File: src/rtl/input_conditioner_multi.sv
// N_CH-channel button/direction conditioner: sync, debounce, level/press/release, direction lockout.
// Optional auto-repeat press pulses: define INPUT_COND_AUTO_REPEAT_EN.
module input_conditioner_multi #(
   parameter int              N_CH          = 8,
   parameter logic [N_CH-1:0] DIR_MASK      = N_CH'(8'h0F),
   parameter int              DEBOUNCE_CYC  = 4,
   parameter int              LOCKOUT_CYC   = 3000,
   parameter int              ONE_HOT       = 1,
   parameter int              REPEAT_DELAY  = 500,
   parameter int              REPEAT_PERIOD = 100
) (
   input  logic            clk,
   input  logic            resetN,
   input  logic [N_CH-1:0] raw_in,
   output logic [N_CH-1:0] level_out,
   output logic [N_CH-1:0] press_pulse,
   output logic [N_CH-1:0] release_pulse,
   output logic            lockout_active
);

   localparam int DB_W = (DEBOUNCE_CYC < 1) ? 1 : $clog2(DEBOUNCE_CYC + 1);
   localparam int LK_W = (LOCKOUT_CYC < 2) ? 1 : $clog2(LOCKOUT_CYC);

   typedef enum logic {NORMAL, LOCKOUT} state_t;

   function automatic logic [DB_W-1:0] sat_inc_db(input logic [DB_W-1:0] v);
      return (&v) ? v : v + DB_W'(1);
   endfunction

   function automatic logic [LK_W-1:0] sat_inc_lk(input logic [LK_W-1:0] v);
      return (&v) ? v : v + LK_W'(1);
   endfunction

   // Isolates the lowest set bit (two's-complement trick).
   function automatic logic [N_CH-1:0] lowest_set(input logic [N_CH-1:0] v);
      return v & (~v + N_CH'(1));
   endfunction

   logic [N_CH-1:0] sync_p0, sync_p1;
   logic [N_CH-1:0] deb, deb_prev;
   logic [N_CH-1:0] dir_req, dir_sel, lvl_nx, rpt_fire;
   logic [LK_W-1:0] lk_cnt;
   logic            rel_edge;
   state_t          state_q, state_nx;

   // Stage p0/p1: two-flop synchroniser
   always_ff @(posedge clk or negedge resetN) begin
      if (!resetN) begin
         sync_p0 <= '0;
         sync_p1 <= '0;
      end else begin
         sync_p0 <= raw_in;
         sync_p1 <= sync_p0;
      end
   end

   // Debounce: accept a change only after DEBOUNCE_CYC consecutive mismatching samples
   generate
      if (DEBOUNCE_CYC == 0) begin : g_bypass
         assign deb = sync_p1;
      end else begin : g_deb
         logic [N_CH-1:0] deb_q;
         logic [DB_W-1:0] db_cnt [N_CH];
         always_ff @(posedge clk or negedge resetN) begin
            if (!resetN) begin
               deb_q <= '0;
               for (int i = 0; i < N_CH; i++) db_cnt[i] <= '0;
            end else begin
               for (int i = 0; i < N_CH; i++) begin
                  if (sync_p1[i] == deb_q[i]) begin
                     db_cnt[i] <= '0;
                  end else if (db_cnt[i] == DB_W'(DEBOUNCE_CYC - 1)) begin
                     deb_q[i]  <= ~deb_q[i];
                     db_cnt[i] <= '0;
                  end else begin
                     db_cnt[i] <= sat_inc_db(db_cnt[i]);
                  end
               end
            end
         end
         assign deb = deb_q;
      end
   endgenerate

   assign rel_edge = |(deb_prev & ~deb & DIR_MASK);

   // Direction-group FSM: state register and lockout counter
   always_ff @(posedge clk or negedge resetN) begin
      if (!resetN) begin
         state_q <= NORMAL;
         lk_cnt  <= '0;
      end else begin
         state_q <= state_nx;
         lk_cnt  <= (state_q == LOCKOUT && state_nx == LOCKOUT) ? sat_inc_lk(lk_cnt) : '0;
      end
   end

   always_comb begin
      state_nx = state_q;
      case (state_q)
         NORMAL:  if (rel_edge && LOCKOUT_CYC > 0) state_nx = LOCKOUT;
         LOCKOUT: if (lk_cnt == LK_W'(LOCKOUT_CYC - 1)) state_nx = NORMAL;
         default: state_nx = NORMAL;
      endcase
   end

   // Leaving LOCKOUT re-samples deb on the same edge, so held directions reappear at once.
   always_comb begin
      dir_req        = deb & DIR_MASK;
      dir_sel        = (ONE_HOT != 0) ? lowest_set(dir_req) : dir_req;
      lvl_nx         = (deb & ~DIR_MASK) | ((state_nx == NORMAL) ? dir_sel : '0);
      lockout_active = (state_q == LOCKOUT);
   end

`ifdef INPUT_COND_AUTO_REPEAT_EN
   localparam int RP_MAX = (REPEAT_DELAY > REPEAT_PERIOD) ? REPEAT_DELAY : REPEAT_PERIOD;
   localparam int RP_W   = $clog2(RP_MAX + 1);

   logic [RP_W-1:0] rpt_cnt [N_CH];
   logic [N_CH-1:0] rpt_first;

   always_comb begin
      rpt_fire = '0;
      for (int i = 0; i < N_CH; i++)
         rpt_fire[i] = level_out[i] & lvl_nx[i] &
                       ((rpt_cnt[i] + RP_W'(1)) ==
                        (rpt_first[i] ? RP_W'(REPEAT_PERIOD) : RP_W'(REPEAT_DELAY)));
   end

   // First interval is REPEAT_DELAY, later ones REPEAT_PERIOD; cleared whenever not held.
   always_ff @(posedge clk or negedge resetN) begin
      if (!resetN) begin
         rpt_first <= '0;
         for (int i = 0; i < N_CH; i++) rpt_cnt[i] <= '0;
      end else begin
         for (int i = 0; i < N_CH; i++) begin
            if (!(level_out[i] & lvl_nx[i])) begin
               rpt_cnt[i]   <= '0;
               rpt_first[i] <= 1'b0;
            end else if (rpt_fire[i]) begin
               rpt_cnt[i]   <= '0;
               rpt_first[i] <= 1'b1;
            end else begin
               rpt_cnt[i]   <= rpt_cnt[i] + RP_W'(1);
            end
         end
      end
   end
`else
   logic unused_rpt;
   assign unused_rpt = ^{32'(REPEAT_DELAY), 32'(REPEAT_PERIOD)};
   assign rpt_fire   = '0;
`endif

   // Output stage: level register, edge pulses, previous-deb tracking
   always_ff @(posedge clk or negedge resetN) begin
      if (!resetN) begin
         level_out     <= '0;
         press_pulse   <= '0;
         release_pulse <= '0;
         deb_prev      <= '0;
      end else begin
         level_out     <= lvl_nx;
         press_pulse   <= (lvl_nx & ~level_out) | rpt_fire;
         release_pulse <= ~lvl_nx & level_out;
         deb_prev      <= deb;
      end
   end

endmodule

File: config.mk
export PLATFORM = sky130hd
export DESIGN_NAME = input_conditioner_multi
export DESIGN_NICKNAME = d
export VERILOG_FILES = /design/src/rtl/input_conditioner_multi.sv
export SDC_FILE = /design/constraint.sdc
export NUM_CORES = 1
export LEC_CHECK = 0
export BUFFER_PORTS_ARGS = -buffer_cell sky130_fd_sc_hd__buf_4
export CAP_MARGIN = 25
export CORE_ASPECT_RATIO = 1.2
export CORE_MARGIN = 3
export CORE_UTILIZATION = 52
export CTS_BUF_LIST = sky130_fd_sc_hd__clkbuf_4 sky130_fd_sc_hd__clkbuf_8 sky130_fd_sc_hd__clkbuf_16
export CTS_CLUSTER_DIAMETER = 40
export DETAILED_ROUTE_END_ITERATION = 7
export PLACE_DENSITY = 0.86
export SKIP_LAST_GASP = 1
export SLEW_MARGIN = 0
export SYNTH_ARGS = -nofsm -noshare
export SYNTH_HDL_FRONTEND = slang
export SYNTH_SLANG_ARGS = --single-unit
File: constraint.sdc
create_clock -name clk -period 1.7 [get_ports clk]
set_input_delay 0.17 -clock clk [delete_from_list [all_inputs] [get_ports clk]]
set_output_delay 0.17 -clock clk [all_outputs]
set_load 0.005 [all_outputs]
Yosys cells after proc, flatten, opt, wreduce, memory -nomap -nowiden --
Index checks and enable logic that the tools add are counted.
Cells by class: $add $sub $neg 10, equal/unequal tests 26, muxes and demuxes 30, bitwise operators 26, reduce and logical (&&, ||, !) cells 19
Operators by type and width (count):
- 2-to-1 mux 3 bit | 24
- adder 3 x 1 -> 3 bit (second input constant) | 8
- equality test 3 x 2 -> 1 bit (second input constant) | 8
- 2-to-1 mux 12 bit | 2
- != test 3 bit (second input constant) | 8
- AND reduction 3 bit | 8
- inverter 1 bit | 17
- bitwise AND 8 bit | 2
- inverter 8 bit | 2
- AND reduction 2 bit | 8
- adder 12 x 1 -> 12 bit (second input constant) | 1
- equality test 12 bit (second input constant) | 1
- AND reduction 12 bit | 1
- adder 8 x 1 -> 8 bit (second input constant) | 1
- bitwise AND 4 x 8 -> 8 bit | 1
- equality test 1 bit | 8
- 2-to-1 mux 8 bit | 1
- inverter 4 -> 8 bit | 1
- bitwise OR 8 bit | 1
- bitwise AND 4 bit | 1
- inverter 4 bit | 1
- OR reduction 4 bit | 1
- 2-to-1 mux 1 bit | 2
- != test 2 bit (second input constant) | 1
- 2 further kinds | 2
Storage, ports and cells: register bits 89, bits of input ports 10, output and inout bits 25, word-level logic and storage cells 135

Depth between registers and ports, before layout --
Gate-level depths: netlist of the first run.
depth in word-level cells 9, depth in mapped cells 6, depth with buffers taken out 5

Least setup slack after synthesis of the first run --
No wires, ideal clock.
path type reg2reg, start register lk_cnt[0], end register lk_cnt[5], setup time 0.077 ns, arrival time 1.496 ns, required time 1.623 ns, path slack 0.127 ns, stages on the path, launching flop included 6, path buffers 0, clock period less this slack 1.573 ns, cell sequence dfrtp_1 > ha_1 > nand3_1 > nor3_4 > or4_1 > a21oi_1
Between the ends: longest elaborated chain between the ends 5, elaborated cells between the ends (all ways) 9, those cells by class 1 x add/sub; 2 x eq/ne; 4 x mux; 2 x reduce/logical
Ends and longest elaborated chain:
- from (decl) | line 42 | logic [LK_W-1:0] lk_cnt;
- from (signal assigned) | line 94 | lk_cnt <= (state_q == LOCKOUT && state_nx == LOCKOUT) ? sat_inc_lk(lk_cnt) : '0;
- parallel branches: the longest is 5 deep, another holds adder 12 x 1 -> 12 bit
Several ways; the timed one is not identified. The select of a mux whose other input is x is not followed. A chain may end at the register's enable or synchronous reset.

Worst setup path in the final report of the first run --
start register lk_cnt[3], end register release_pulse[1]
Between the ends: longest elaborated chain between the ends 7
Ends and longest elaborated chain:
- equality test 12 bit | line 102 | LOCKOUT: if (lk_cnt == LK_W'(LOCKOUT_CYC - 1)) state_nx = NORMAL;
- 2-to-1 mux 1 bit | line 102
- one-hot mux 1 bit (2 select lines) | line 100 | case (state_q)
- via state_nx | line 44 | state_t state_q, state_nx;
- 2-to-1 mux 8 bit | line 111 | lvl_nx = (deb & ~DIR_MASK) | ((state_nx == NORMAL) ? dir_sel : '0);
- bitwise OR 8 bit | line 111
- inverter 8 bit | line 165 | release_pulse <= ~lvl_nx & level_out;
- bitwise AND 8 bit | line 165
- to (signal assigned) | line 165
- to (decl) | line 17 | output logic [N_CH-1:0] release_pulse,
The timed path passes the listed nets, and every way through them passes these cells.

==> results of run 1 <==
==> state kept, by name, summed over array words and instances, names as in the netlist, 4 cells and up <==
| register | flops |
|---|---|
| g_deb.db_cnt | 24 |
| lk_cnt | 12 |
| deb | 8 |
| level_out | 8 |
| press_pulse | 8 |
| release_pulse | 8 |
| sync_p0 | 8 |
| sync_p1 | 8 |
| deb_prev | 4 |
==> synth_stat cells (2+ instances only) <==
| cell type | count | area, sq um |
|---|---|---|
| nand2b_1 | 3 | 18.8 |
| o21a_1 | 3 | 22.5 |
| a21oi_1 | 18 | 90.1 |
| nor2_1 | 16 | 60.1 |
| nand4_2 | 2 | 25.0 |
| nand3_1 | 16 | 80.1 |
| dfrtp_1 | 89 | 2230 |
| nor2b_1 | 21 | 131 |
| o31ai_1 | 5 | 37.5 |
| nor3_1 | 5 | 25.0 |
| and3_1 | 2 | 12.5 |
| a31o_2 | 3 | 26.3 |
| nor4_2 | 2 | 25.0 |
| mux2i_1 | 3 | 30.0 |
| inv_1 | 9 | 33.8 |
| nor4_1 | 2 | 12.5 |
| mux2_2 | 5 | 56.3 |
| xor2_1 | 4 | 35.0 |
| nand2_1 | 18 | 67.6 |
| o21ai_0 | 2 | 10.0 |
| and3_2 | 2 | 15.0 |
| or2_2 | 5 | 31.3 |
| ha_1 | 9 | 113 |
| buf_2 | 2 | 10.0 |
| xnor2_1 | 9 | 78.8 |
| a211oi_1 | 4 | 30.0 |
==> logic make-up (layout without fill, tap and decap cells) <==
kind of cell    after synthesis  after routing  synth area share
simple gates                102            102             0.169
flops                        89             89             0.639
compound gates               42             42            0.0897
xor+xnor                     13             13            0.0327
buf+inv                      11             73            0.0126
fa+ha+maj                     9              9            0.0323
mux                           8              8            0.0248
==> through the flow <==
stage | cell area (sq um) | std cells | util | setup slack, ns
2_1_floorplan | 3490 | 274 | - | 0.127
3_3_place_gp | 3890 | 397 | 0.601 | 0.113
3_5_place_dp | 3890 | 397 | 0.601 | 0.0856
4_1_cts | 4180 | 421 | 0.644 | 0.0751
5_1_grt | 4190 | 421 | 0.646 | 0.00690
6_report | 4190 | 421 | 0.646 | 0.0951
==> final timing paths <==
path | startpoint | endpoint | depth (start not counted)
setup / recovery | lk_cnt[3] | release_pulse[1] | 4
setup reg to reg | lk_cnt[3] | release_pulse[1] | 4
min in group clk | sync_p0[0] | sync_p1[0] | 0
max in group asynchronous | resetN | lk_cnt[0] | 3
hold / removal | resetN | g_deb.db_cnt[2] | 2
hold reg to reg | sync_p0[0] | sync_p1[0] | 0
==> power by group <==
| group | switching [mW] | total [mW] | internal, mW |
|---|---|---|---|
| combinational | 0.760 | 1.57 | 0.814 |
| sequential | 0.472 | 3.12 | 2.65 |
| clock | 0.724 | 1.40 | 0.675 |
==> what timing repair did <==
item / CTS / global route
setup buffers: 0 / 0
endpoints found under the hold margin: 45 / 0
gates resized for setup: 0 / 3
hold buffers: 9 / 0
endpoints found under the setup margin: 0 / 11
==> routing by layer <==
| metal | GRT usage | up-vias | wire (microns) |
|---|---|---|---|
| li1 | - | 1069 | - |
| met1 | 0.205 | 1099 | 2390 |
| met2 | 0.284 | 41 | 3180 |
| met3 | 0.0524 | 16 | 267 |
| met4 | 0.0873 | 0 | 155 |
| met5 | 0 | - | 0 |
==> cell type report <==
cell class	instances	area, sq um
inverters	9	33.8
clock buffers	9	124
well taps	85	106
flip-flops and latches	89	2230
clock inverters	6	67.6
repair buffers	49	403
multi-input cells	174	1230
fillers	493	2290
==> impl_metrics.ini, run 1 <==
[routing]
dr.pass1.iters = 4
drt_iter0_markers = 137
drc = 0
ant_nets = 0
routed_wl_microns = 6000
routed-via-count = 2225
drt-wirelength-per-cell_microns = 14.2
vias_per_cell = 5.29

[critical_path]
crit_buf_inv = 0
cp_data_arrival_time_ns = 1.86
crit_slowest_cell = dfrtp_1
crit_chain = nor4b_2 -> and4_4 -> a21oi_4 -> o31a_1
worst-path-max-fanout = 7
required_ns = 1.95
crit_family = simple AND/OR/NAND/NOR gates
r2r_slack_ns = 0.1
path_class = flip-flop to flip-flop
startpoint_type = flip-flop
slowest_delay_ns = 0.48
end_kind = flip-flop

[pwr]
powerDensity_nw_per_um2 = 1450
power_mw = 6.10
ir_worst_vdd_v = 0.000542
power.leakage_nw = 1.96

[logic_synthesis]
async_reset_ff_frac = 1.00
synthFlopType = dfrtp_1
synth_cells = 274
yosysWarnings = 0
syn_area_per_cell_sq_um = 12.7
synth_edf_count = 0
syn-cell-area_sq_um = 3490
yosysSeqAreaShare = 0.639
synth.distinct_cells = 41
synth_fp_nets = 293
synth_seq_cells = 89

[die]
die_y_microns = 95.7
coreArea_sq_um = 6490
rows = 32
io_pins = 35
start_util = 0.537
die_area_sq_um = 7730
die_x_microns = 80.7

[clock_network]
root_buffer = clkbuf_8
clk_latency_ns = 0.36
numCtsBuffers = 9
htree_num_levels = 3
cts_sinks = 89
cts_tree = done
clockBufferDepth = 2
clk_pin_slew_worst_paths_ns = 0.09

[sta]
worst_pin_slew_ns = 0.509
rsz0062_at_grt = false
slew_headroom = 0.661
setup_violations = 0
hold_ws_ns = 0.323
finalClockSkew_ns = 0.0109
finalCritPeriodShare = 0.944
period_needed_ns = 1.60
clock.fmax_ghz = 0.623
final-hold-violation-count = 0
finalMaxSlewViolations = 0
setup_tns_ns = 0

[place]
port_buffers = 34
hpwlAfterDp_microns = 4040
globalplace.congestion = 0.844

[outcome]
status = complete, no violations

[global_routing]
overflow = 0
grt_pass1_wl_microns = 10000
grt_pass1_vias = 2239
grt_antenna_before_repair = 0
grt_max_degree = 41
grt.total_usage = 0.172

[worst_hold_path]
hold_path.class = input port to async pin

[final_layout]
drive_above_1_share = 0.253
antenna-diode-count = 0
layout.nets = 351
final_common_cell = dfrtp_1
area_growth_pct = 20.3
final_cell_mix = 89 x dfrtp_1, 39 x buf_4, 21 x nor2b_1

[job]
maxCapViolCount = 0
No activity file was read; power rests on OpenSTA's default activity.
==> inputs of run 2 (changes only) <==
CORE_ASPECT_RATIO = default   (was 1.2)
==> run 2 against run 1 <==
Utilization is 0.097 points higher. Final area is 0.84% lower. Global-route usage is 0.51 points lower. Sequential cell count stayed put. Sequential share of layout area is 0.45 points higher. Count of clock-buffer cells in the layout is 3 higher. Clock power hardly changed. Total power is 0.29% lower. Die area hardly changed. Via count is 0.36% lower. Combinational power hardly changed. Critical endpoint unchanged.
==> impl_metrics.ini, run 2 (synthesized netlist as in run 1, its figures left out) <==
[die]
die_area_sq_um = 7720
die_y_microns = 87.9
coreArea_sq_um = 6420
rows = 29
start_util = 0.543
die_x_microns = 87.9
io_pins = 35

[sta]
hold_ws_ns = 0.222
rsz0062_at_grt = false
final-hold-violation-count = 0
finalCritPeriodShare = 0.937
worst_pin_slew_ns = 0.410
setup_violations = 0
slew_headroom = 0.726
finalMaxSlewViolations = 0
finalClockSkew_ns = 0.00700
period_needed_ns = 1.59
setup_tns_ns = 0
clock.fmax_ghz = 0.628
fin_ws_ns = 0.107

[job]
maxCapViolCount = 0

[critical_path]
cp_data_arrival_time_ns = 1.82
startpoint_type = flip-flop
crit_slowest_cell = dfrtp_1
worst-path-max-fanout = 7
path_class = flip-flop to flip-flop
slowest_delay_ns = 0.40
end_kind = flip-flop
required_ns = 1.93
crit_chain = ha_2 -> and4_1 -> and4_4 -> a21oi_4 -> o31a_1

[final_layout]
fin_area_sq_um = 4160
largest-register = g_deb.db_cnt
fillers = 464
final_common_cell = dfrtp_1
final_cell_mix = 89 x dfrtp_1, 36 x buf_4, 21 x nor2b_1
final_util = 0.647
layout.nets = 348
fin_cells = 409
antenna-diode-count = 0
largest_reg_flops = 24
multi_input_area_sq_um = 1230
reg_top3 = g_deb.db_cnt: 24 flops, lk_cnt: 12 flops
ff_latch_area_sq_um = 2230
drive_above_1_share = 0.247
area_growth_pct = 19.3

[clock_network]
clk_pin_slew_worst_paths_ns = 0.08
clockBufferDepth = 2
cts_tree = done
clk_latency_ns = 0.34
root_buffer = clkbuf_8
numCtsBuffers = 9
htree_num_levels = 3
cts_sinks = 89

[global_routing]
grt_pass1_wl_microns = 9970
grt_antenna_before_repair = 0
overflow = 0
grt_max_degree = 49
grt.total_usage = 0.167
grt_pass1_vias = 2228

[place]
pre_cts_ws_ns = 0.0443
dp_cells = 386
port_buffers = 34
globalplace.congestion = 0.864
place_area_sq_um = 3860
hpwlAfterDp_microns = 3990

[pwr]
power.leakage_nw = 1.96
powerDensity_nw_per_um2 = 1460
power_mw = 6.08
ir_worst_vdd_v = 0.000576

[routing]
met1_length_microns = 2560
route.met3.wl_microns = 273
vias_per_cell = 5.42
drc = 0
routed-via-count = 2217
top_layer = met4
met2_length_microns = 2960
drt_iter0_markers = 139
ant_nets = 0
drt-wirelength-per-cell_microns = 14.3
dr.pass1.iters = 4
routed_wl_microns = 5870

[worst_hold_path]
hold_path.class = input port to async pin

[outcome]
status = complete, no violations
run 2: repair_timing:
| item | in CTS | in global routing |
|---|---|---|
| endpoints found under the hold margin | 59 | 0 |
| hold buffers | 9 | 0 |
| gates resized for setup | 0 | 3 |
| setup buffers | 0 | 0 |
| endpoints found under the setup margin | 0 | 14 |
run 2: per-layer routing:
layer	track usage	vias up
met5	0	-
met1	0.212	1097
met3	0.0461	6
li1	-	1069
met4	0.0725	0
met2	0.271	45
run 2: area by class of cell:
class                      instances  area share
clock buffer                      12      0.0367
clock inverter                     2     0.00933
inverter                           9     0.00813
multi-input combinational        174       0.296
sequential                        89       0.536
tap                               77      0.0232
timing repair buffer              46      0.0915
run 2: critical path, delay by kind of cell (launching register included):
family                     cells  cell delay (ns)
and+or+nand+nor                2             0.49
AOI/OAI and AO/OA              2             0.32
adders and majority gates      1             0.26
DFF                            1             0.40
run 2: power breakdown:
group	internal (mW)	switching [mW]	leakage, nW
sequential	2.65	0.471	1.13
combinational	0.795	0.746	0.725
clock	0.743	0.672	0.0998
total	4.19	1.89	1.96
run 2: worst paths after layout:
| path | from | endpoint | slack, ns | cells after the start |
|---|---|---|---|---|
| min reg2reg | sync_p0[6] | sync_p1[6] | 0.35 | 0 |
| max in group asynchronous | resetN | g_deb.db_cnt[23] | 0.88 | 3 |
| min | resetN | release_pulse[7] | 0.22 | 2 |
| max reg2reg | lk_cnt[1] | release_pulse[1] | 0.11 | 5 |
| max | lk_cnt[1] | release_pulse[1] | 0.11 | 5 |
| min in group clk | sync_p0[6] | sync_p1[6] | 0.35 | 0 |
==> inputs of run 3 (changes only) <==
ABC_AREA = 1   (was default)
==> run 3 against run 2 <==
Synthesized cell count grew 32%. Synthesized area grew 4.1%. Sequential cell count is the same. Largest cell class unchanged. Critical path depth grew 3. Clock power shrank 11%. Sequential power is essentially flat. Register-to-register slack gained 0.09 ns. Global-route usage grew 1.7 points.
==> impl_metrics.ini, run 3 <==
[outcome]
status = complete, no violations

[routing]
met1_length_microns = 2710
top_layer = met4
drc = 0
vias_per_cell = 4.90
routed_wl_microns = 6280
dr.pass1.iters = 4
drt_iter0_markers = 93
routed-via-count = 2522
route.met3.wl_microns = 280
ant_nets = 0
met2_length_microns = 3140
drt-wirelength-per-cell_microns = 12.2

[clock_network]
numCtsBuffers = 9
cts_sinks = 89
clk_latency_ns = 0.35
clockBufferDepth = 2
root_buffer = clkbuf_8
htree_num_levels = 3
post-cts-setup-buffers = 0
clk_pin_slew_worst_paths_ns = 0.08
cts_tree = done

[sta]
slew_headroom = 0.693
fin_ws_ns = 0.192
period_needed_ns = 1.51
finalClockSkew_ns = 0.00804
finalCritPeriodShare = 0.887
finalMaxSlewViolations = 0
clock.fmax_ghz = 0.663
worst_pin_slew_ns = 0.459
final-hold-violation-count = 0
setup_violations = 0
setup_tns_ns = 0
rsz0062_at_grt = false

[critical_path]
slowest_delay_ns = 0.42
crit_family = simple AND/OR/NAND/NOR gates
worst-path-max-fanout = 9
path_class = flip-flop to flip-flop
required_ns = 1.95
end_kind = flip-flop
crit_buf_inv = 1
cp.depth = 8
reg2regPathDepth = 8
cp_data_arrival_time_ns = 1.76
crit_chain = ha_2 -> nand2_1 -> nor2_4 -> nand3_4 -> nand2_8 -> nand3_2 -> nand2_1 -> inv_1
cpMostUsedCell = nand2_1
crit_slowest_cell = dfrtp_2
startpoint_type = flip-flop
r2r_slack_ns = 0.19

[logic_synthesis]
synthTopCellsByCount = 89 x dfrtp_1, 64 x nand2_1, 62 x inv_1, 36 x nor2_1, 32 x nand3_1
yosysMostFrequentCell = dfrtp_1
synth.distinct_cells = 31
yosysTopAreaCell = dfrtp_1
yosysSeqAreaShare = 0.614
syn_area_per_cell_sq_um = 10.1
synth_cells = 361
async_reset_ff_frac = 1.00
synthFlopType = dfrtp_1
synth_fp_nets = 380
yosysWarnings = 0
syn-cell-area_sq_um = 3630
synth_seq_cells = 89
synth_edf_count = 0
synth_area_leaders = dfrtp_1 61%, nand2_1 6.6%, inv_1 6.4%
yosysTopAreaCellShare = 0.614

[pwr]
powerDensity_nw_per_um2 = 1410
ir_worst_vdd_v = 0.000936
power.leakage_nw = 2.21

[global_routing]
grt_antenna_before_repair = 0
grt_max_degree = 55
grt_pass1_wl_microns = 11200
grt_pass1_vias = 2550
overflow = 0
grt.total_usage = 0.184

[final_layout]
fin_cells = 515
antenna-diode-count = 0
final_cell_mix = 88 x dfrtp_1, 64 x nand2_1, 62 x inv_1
area_growth_pct = 18.7
final_common_cell = dfrtp_1
layout.nets = 436
reg_top3 = g_deb.db_cnt: 24 flops, lk_cnt: 12 flops
largest_reg_flops = 24
final_util = 0.656
drive_above_1_share = 0.178
largest-register = g_deb.db_cnt

[job]
maxCapViolCount = 0

[place]
pre_cts_ws_ns = 0.0469
dp_cells = 490
hpwlAfterDp_microns = 4440
port_buffers = 34
globalplace.congestion = 0.889

[die]
die_area_sq_um = 8020
start_util = 0.552
die_x_microns = 89.5
io_pins = 35
rows = 29
die_y_microns = 89.5
coreArea_sq_um = 6570

[worst_hold_path]
hold_path.class = input port to async pin
==> run 3: cell types whose count changed after synthesis, moves of 5 or more <==
cell | previous run | this run
nand4_1 | 0 | 8
inv_1 | 9 | 62
nor2b_1 | 21 | 0
nand3_1 | 16 | 32
mux2_2 | 5 | 0
nand2_1 | 18 | 64
o21ai_0 | 2 | 18
a21oi_1 | 18 | 0
xor2_1 | 4 | 9
xnor2_1 | 9 | 1
nor2_1 | 16 | 36
==> run 3: routing by layer <==
| layer | up-vias | GRT usage |
|---|---|---|
| met5 | - | 0 |
| met4 | 0 | 0.0812 |
| met3 | 18 | 0.0535 |
| met2 | 48 | 0.304 |
| met1 | 1205 | 0.226 |
| li1 | 1251 | - |
==> run 3: final timing paths <==
check / startpoint / to
worst min register to register: sync_p0[0] / sync_p1[0]
worst max-delay path: lk_cnt[0] / release_pulse[1]
max in group asynchronous: resetN / g_deb.db_cnt[21]
min in group clk: sync_p0[0] / sync_p1[0]
worst max register to register: lk_cnt[0] / release_pulse[1]
worst min-delay path: resetN / lk_cnt[11]
==> run 3: power breakdown <==
group          internal (mW)  switching [mW]
Clock                  0.561           0.694
Sequential              2.67           0.425
Combinational          0.753           0.953
Total                   3.98            2.07
==> run 3: cells by family (layout without fill, tap and decap cells) <==
logic type | count (synthesis) | after routing | synth area share
AO/OA/AOI/OAI | 28 | 28 | 0.0469
XOR/XNOR | 10 | 10 | 0.0241
adder cells (fa/ha/maj) | 9 | 9 | 0.0310
buffers and inverters | 64 | 125 | 0.0662
flip-flops | 89 | 89 | 0.614
AND/OR/NAND/NOR | 161 | 161 | 0.218
==> run 3: cell type report <==
cell class / instances / area, sq um
Clock buffer: 11 / 139
Clock inverter: 5 / 32.5
Fill cell: 485 / 2260
Inverter: 64 / 240
Multi-Input combinational cell: 208 / 1180
Sequential cell: 89 / 2230
Tap cell: 93 / 116
Timing Repair Buffer: 45 / 373
==> run 3: what timing repair did <==
item / in CTS / in global routing
endpoints found under the setup margin: 0 / 14
endpoints found under the hold margin: 97 / 0
hold buffers: 9 / 0
resized for setup: 0 / 4
==> run 3: metrics by stage <==
| stage | area (sq um) | hold slack (ns) | total power, mW |
|---|---|---|---|
| floorplan | 3630 | -0.126 | 4.14 |
| global placement | 4030 | 0.0360 | 4.66 |
| detailed placement | 4030 | 0.0397 | 4.81 |
| CTS | 4290 | 0.194 | 6.11 |
| global route | 4310 | 0.212 | 6.58 |
| finish | 4310 | 0.206 | 6.06 |
